**src/rtl/display_timing_gen.sv**
```systemverilog
// display_timing_gen: parametrised raster timing generator.
// A pixel-enable divider lets the block run from a fast board clock; sx/sy
// advance once per pixel period and every decoded output is registered from
// the next-state position, so all outputs line up with sx/sy.
module display_timing_gen #(
  parameter int CORDW   = 10,
  parameter int H_RES   = 640,
  parameter int H_FP    = 16,
  parameter int H_SYNC  = 96,
  parameter int H_BP    = 48,
  parameter int V_RES   = 480,
  parameter int V_FP    = 10,
  parameter int V_SYNC  = 2,
  parameter int V_BP    = 33,
  parameter int H_POL   = 0,
  parameter int V_POL   = 0,
  parameter int PIX_DIV = 1
) (
  input  logic             clk_pix,
  input  logic             rst,
  output logic [CORDW-1:0] sx,
  output logic [CORDW-1:0] sy,
  output logic             hsync,
  output logic             vsync,
  output logic             de,
  output logic             pix_en,
  output logic             line,
  output logic             frame
);

  localparam int H_TOTAL = H_RES + H_FP + H_SYNC + H_BP;
  localparam int V_TOTAL = V_RES + V_FP + V_SYNC + V_BP;
  localparam int HS_STA  = H_RES + H_FP;
  localparam int HS_END  = HS_STA + H_SYNC - 1;
  localparam int VS_STA  = V_RES + V_FP;
  localparam int VS_END  = VS_STA + V_SYNC - 1;

  localparam int DIVW = (PIX_DIV > 1) ? $clog2(PIX_DIV) : 1;
  localparam logic [DIVW-1:0] DIV_LAST = DIVW'(PIX_DIV - 1);

  localparam logic [CORDW-1:0] H_LAST = CORDW'(H_TOTAL - 1);
  localparam logic [CORDW-1:0] V_LAST = CORDW'(V_TOTAL - 1);
  localparam logic [CORDW-1:0] H_ACT  = CORDW'(H_RES);
  localparam logic [CORDW-1:0] V_ACT  = CORDW'(V_RES);
  localparam logic [CORDW-1:0] HS_LO  = CORDW'(HS_STA);
  localparam logic [CORDW-1:0] HS_HI  = CORDW'(HS_END);
  localparam logic [CORDW-1:0] VS_LO  = CORDW'(VS_STA);
  localparam logic [CORDW-1:0] VS_HI  = CORDW'(VS_END);
  localparam logic HP = (H_POL != 0);
  localparam logic VP = (V_POL != 0);

  // run_q is low only for the reset state, so the first edge after release
  // enters pixel (0,0) instead of advancing past it.
  logic             run_q;
  logic [DIVW-1:0]  div_q, div_d;
  logic [CORDW-1:0] sx_q, sy_q, sx_d, sy_d;
  logic             hsync_q, vsync_q, de_q, pix_en_q, line_q, frame_q;
  logic             hs_act_d, vs_act_d;

  // Next divider phase and raster position.
  always_comb begin
    div_d = div_q;
    sx_d  = sx_q;
    sy_d  = sy_q;
    if (!run_q) begin
      div_d = '0;
      sx_d  = '0;
      sy_d  = '0;
    end else begin
      div_d = (div_q == DIV_LAST) ? '0 : div_q + DIVW'(1);
      if (div_q == DIV_LAST) begin
        if (sx_q == H_LAST) begin
          sx_d = '0;
          sy_d = (sy_q == V_LAST) ? '0 : sy_q + CORDW'(1);
        end else begin
          sx_d = sx_q + CORDW'(1);
        end
      end
    end
  end

  // Sync windows decoded from the next position so they register with it.
  always_comb begin
    hs_act_d = (sx_d >= HS_LO) && (sx_d <= HS_HI);
    vs_act_d = (sy_d >= VS_LO) && (sy_d <= VS_HI);
  end

  // State and registered decoded outputs; reset wins on any edge.
  always_ff @(posedge clk_pix) begin
    if (rst) begin
      run_q    <= 1'b0;
      div_q    <= '0;
      sx_q     <= '0;
      sy_q     <= '0;
      de_q     <= 1'b0;
      line_q   <= 1'b0;
      frame_q  <= 1'b0;
      pix_en_q <= 1'b0;
      hsync_q  <= ~HP;
      vsync_q  <= ~VP;
    end else begin
      run_q    <= 1'b1;
      div_q    <= div_d;
      sx_q     <= sx_d;
      sy_q     <= sy_d;
      de_q     <= (sx_d < H_ACT) && (sy_d < V_ACT);
      line_q   <= (sx_d == '0);
      frame_q  <= (sx_d == '0) && (sy_d == '0);
      pix_en_q <= (div_d == DIV_LAST);
      hsync_q  <= hs_act_d ? HP : ~HP;
      vsync_q  <= vs_act_d ? VP : ~VP;
    end
  end

  assign sx     = sx_q;
  assign sy     = sy_q;
  assign hsync  = hsync_q;
  assign vsync  = vsync_q;
  assign de     = de_q;
  assign pix_en = pix_en_q;
  assign line   = line_q;
  assign frame  = frame_q;

endmodule

```
**config.mk**
```make
export PLATFORM = sky130hd
export DESIGN_NAME = display_timing_gen
export DESIGN_NICKNAME = d
export VERILOG_FILES = /design/src/rtl/display_timing_gen.sv
export SDC_FILE = /design/constraint.sdc
export NUM_CORES = 1
export LEC_CHECK = 0
export BUFFER_PORTS_ARGS = -buffer_cell sky130_fd_sc_hd__buf_2
export CAP_MARGIN = 20
export CORE_MARGIN = 2
export CORE_UTILIZATION = 59
export DETAILED_ROUTE_END_ITERATION = 8
export MAX_ROUTING_LAYER = met4
export PLACE_DENSITY = 0.84
export SLEW_MARGIN = 20
export SYNTH_ARGS = -nofsm -noshare
export SYNTH_HDL_FRONTEND = slang
export SYNTH_SLANG_ARGS = --single-unit
export TNS_END_PERCENT = 100
```
**constraint.sdc**
```tcl
create_clock -name clk_pix -period 6.05 [get_ports clk_pix]
set_clock_uncertainty 0.05 [all_clocks]
set_input_delay 1.21 -clock clk_pix [delete_from_list [all_inputs] [get_ports clk_pix]]
set_output_delay 1.21 -clock clk_pix [all_outputs]
set_load 0.1 [all_outputs]
```
# Word level (Yosys, flattened, before mapping)
# Cells that the tools add are included.
dict set report word_totals {
  ff_bits 28
  in_bits 2
  out_inout_bits 26
  word_cells 40
}
dict set report op_classes {
  addsub 3
  magnitude_cmp 6
  eq_ne 2
  n_mux 12
  bitwise 1
  reduce_logical 6
}
# op n
set ops {}
lappend ops {{two-way mux 10 bit} 7}
lappend ops {{adder 10 x 1 -> 10 bit (second input constant)} 2}
lappend ops {{== test 10 bit (second input constant)} 2}
lappend ops {{logical NOT 10 bit} 2}
lappend ops {{>= comparator 10 bit (second input constant)} 1}
lappend ops {{>= comparator 10 x 9 -> 1 bit (second input constant)} 1}
lappend ops {{less-or-equal comparator 10 bit (second input constant)} 1}
lappend ops {{less-or-equal comparator 10 x 9 -> 1 bit (second input constant)} 1}
lappend ops {{less-than comparator 10 bit (second input constant)} 1}
lappend ops {{less-than comparator 10 x 9 -> 1 bit (second input constant)} 1}
lappend ops {{two-way mux 1 bit} 5}
lappend ops {{logical AND 1 bit} 4}
lappend ops {{adder 1 bit (second input constant)} 1}
lappend ops {{inverter 1 bit} 1}

# Depth between registers and ports, before layout
dict set report depth {
  depth_word 8
  mapped_depth 9
  mapped_depth_nobuf 8
}

# Worst setup path before layout
# Ideal clock, no wire load.
dict set report synth_path {
  kind {reg2reg}
  startpoint {register sx_q[0] (netlist: sx[0])}
  endpoint {register de_q (netlist: de)}
  setup_time_ns 0.091
  t_arrival_ns 2.672
  required_ns 5.909
  setup_slack_ns 3.237
  path_stages_with_launch 8
  n_path_buf 0
  synth_period_minus_slack_ns 2.813
  path_cell_list {dfxtp_1 ha_1 and3_1 nand4_2 nor4_2 xnor2_1 o41ai_1 a311oi_1}
}
dict set report synth_between {
  elab_chain_len 6
  elab_cells_between_ends 11
  cone_classes {add/sub (1); order compare (2); eq/ne (1); mux (6); reduce/logical (1)}
}
# item line
set synth_lines {}
lappend synth_lines {{start: declaration} 56} ;# logic [CORDW-1:0] sx_q, sy_q, sx_d, sy_d;
lappend synth_lines {{start signal: assignment} 93} ;# sx_q <= '0;
lappend synth_lines {{start signal: assignment} 104} ;# sx_q <= sx_d;
lappend synth_lines {{adder 10 x 1 -> 10 bit or == test 10 bit (tied branches)} {76, 72}}
lappend synth_lines {{two-way mux 10 bit} 72} ;# if (sx_q == H_LAST) begin
lappend synth_lines {{two-way mux 10 bit} 71} ;# if (div_q == DIV_LAST) begin
lappend synth_lines {{two-way mux 10 bit} 65} ;# if (!run_q) begin
lappend synth_lines {{less-than comparator 10 bit or less-than comparator 10 x 9 -> 1 bit (tied branches)} 106} ;# de_q <= (sx_d < H_ACT) && (sy_d < V_ACT);
lappend synth_lines {{logical AND 1 bit (*)} 106}
lappend synth_lines {{end signal: assignment} 106}
lappend synth_lines {{end: declaration} 57} ;# logic hsync_q, vsync_q, de_q, pix_en_q, line_q, frame_q;
# Every way passes the cells marked *; elsewhere a longest branch is shown, timed or not.
# A chain may end at the register's enable or synchronous reset.

# Final worst setup path
dict set report layout_path {
  startpoint {register sy_q[2] (netlist: sy[2])}
  endpoint {output port sy[2]}
}
# item line
set layout_rtl {}
lappend layout_rtl {{start: declaration} 56}
lappend layout_rtl {{start signal: assignment} 105} ;# sy_q <= sy_d;
lappend layout_rtl {{end: declaration} 22} ;# output logic [CORDW-1:0] sy,
# No word-level cell between the ends.

==> metrics <==
final hold vios 0; Crit Path Class reg -> out; drt first pass iters 4; run status finished, final reports clean; post-CTS setup repair buffer count 0; CTS clk-pin slew, worst paths 0.15 ns; yosys warns 0; post-layout min period 2.63 ns; syn nets 185; Port Buf Inserts 27; Cell Area, Synth 0.00152 mm²; CTS buffer count 3; total of max-cap violations 0; final hold slack 0.472 ns; Die Ht 54.8 µm; Tightest Pin Transition 0.491 ns; number of diodes 0; Pwr Total 0.000287 W; CTS tree built; Yosys top cell area share 35.6%; CTS HTree Levels 1; #FFs+latches synth 27; Vias/cell 6.02; worst path bufs/invs 1; row count 18; initial antenna violation count 0; hold_buf cts 0; Post-synth EDFFs 0; root buffer cell clkbuf_4; Pleak 0.689 nW; fraction of registers with async set/reset 0%; Initial Util 61.9%; core box area 0.00245 mm²; Final Setup Violations 0; Max FO, Critical Path 11; Seq/Total Area, Yosys 35.6%; Final WS setup 3.42 ns; largest cells by area after synthesis dfxtp_1, nor2_1, xnor2_1; Yosys top cell by area dfxtp_1; # DRC 0; Crit path largest cell delay 0.55 ns; CTS Sinks 27; I/O Pins 28; most common cell in the netlist dfxtp_1; RSZ-0062 raised after global routing false; Max Clock Freq 380 MHz; Peak VDD IR 0.151 mV; WL final 3390 µm; post-CTS resize count 0; RD Place Congestion 0.870; Crit-path slowest cell dfxtp_1; fin nets 209; synth cell count leaders dfxtp_1, nor2_1, nand2_1, xnor2_1; synth unique cells 48; crit-path cells buf_2; clock buffer depth 2; Die Area 0.00300 mm²; post-route ant nets 0; GRT Total Usage 25.8%; Synth Area per Inst 8.45 µm²; cells after synthesis 180; top_reg_cell synth dfxtp_1; Setup TNS Final 0 ns; Rel. slew slack 67.5%; grt total ovfl 0; setup slack at placement 3.63 ns; Skew-Pair Late Insertion Delay 0.33 ns; CP endpoint kind output port; finished layout cell area 0.00169 mm²; global-route wire length before repair 5490 µm; Max Slew Vio Count 0; chip width 54.8 µm; total number of vias 1403; CP top delay family flip-flops; Fillers 196; fraction of layout cells with a size suffix above 1 20.2%; CP startpoint kind register; Tcrit/Tclk final 43.5%; Area Growth Syn to Fin 10.9%; Tightest Hold Check Type reg -> reg; initial DRC count 52; dpl hpwl 2580 µm; Power Dens Cells 170 mW/mm²; via count of the first global-routing pass 1219; Worst Path Required 4.79 ns; largest net degree at the start of global routing 16; WL per Instance 14.5 µm; Placed Area 0.00166 mm²; Worst Path Arrival 1.37 ns
-- where the power goes --
part / leakage, nW / internal, W / switching, W
Sequential: 0.220 / 0.000180 / 0.00000196
Combinational: 0.451 / 0.00000409 / 0.0000223
Clock: 0.0177 / 0.0000248 / 0.0000537
Total: 0.689 / 0.000209 / 0.0000780
-- layout make-up --
type	instances	area [µm²]	area share (%)
inverter	6	22.5	1.34
tap	30	37.5	2.23
multi-input combinational	139	923	54.7
clock inverter	1	5.00	0.297
clock buffer	3	22.5	1.34
sequential	27	541	32.0
timing repair buffer	27	135	8.01
-- routing by layer --
layer / GRT usage (%) / vias to the layer above / wire length (µm)
li1: - / 685 / -
met1: 35.5 / 658 / 1570
met2: 37.9 / 54 / 1560
met3: 5.19 / 6 / 218
met4: 7.50 / 0 / 36
met5: - / - / 0
-- placed cells by master, fill, tap and decap left out, drive strengths merged, types with 4 or more instances in the layout --
cell type   n
nor2       26
xor2        8
nand2      16
nand3       8
a21oi       7
nor3        5
xnor2      10
o21ai       6
and3        5
nor4        4
inv         6
buf        27
dfxtp      27
nand4       4
-- per-stage QoR --
step | cells | util (%)
3_3_place_gp | 229 | 67.6
3_5_place_dp | 229 | 67.6
5_1_grt | 233 | 68.7
2_1_floorplan | 180 | -
4_1_cts | 233 | 68.7
6_report | 233 | 68.7
-- path summary, 6_finish.rpt --
path | startpoint | endpoint | slack [ns] | depth (start not counted)
worst min-delay path | sx[0] | sx[0] | 0.47 | 1
worst max register to register | sx[0] | vsync | 3.56 | 6
worst min register to register | sx[0] | sx[0] | 0.47 | 1
worst max-delay path | sy[2] | sy[2] | 3.42 | 1
-- sequential cells by signal, indices dropped and copies added, names as in the netlist --
name and flops:
sx 10, sy 10, de 1, frame 1, hsync 1, line 1, pix_en 1, run_q 1
vsync 1
-- logic make-up after synthesis --
group | share of synthesized area, %
xor+xnor | 10.4
mux | 1.98
simple gates | 34.2
compound gates | 11.8
buf+inv | 3.70
fa+ha+maj | 2.47
flops | 35.6
Power figures use the tool's default switching activity.
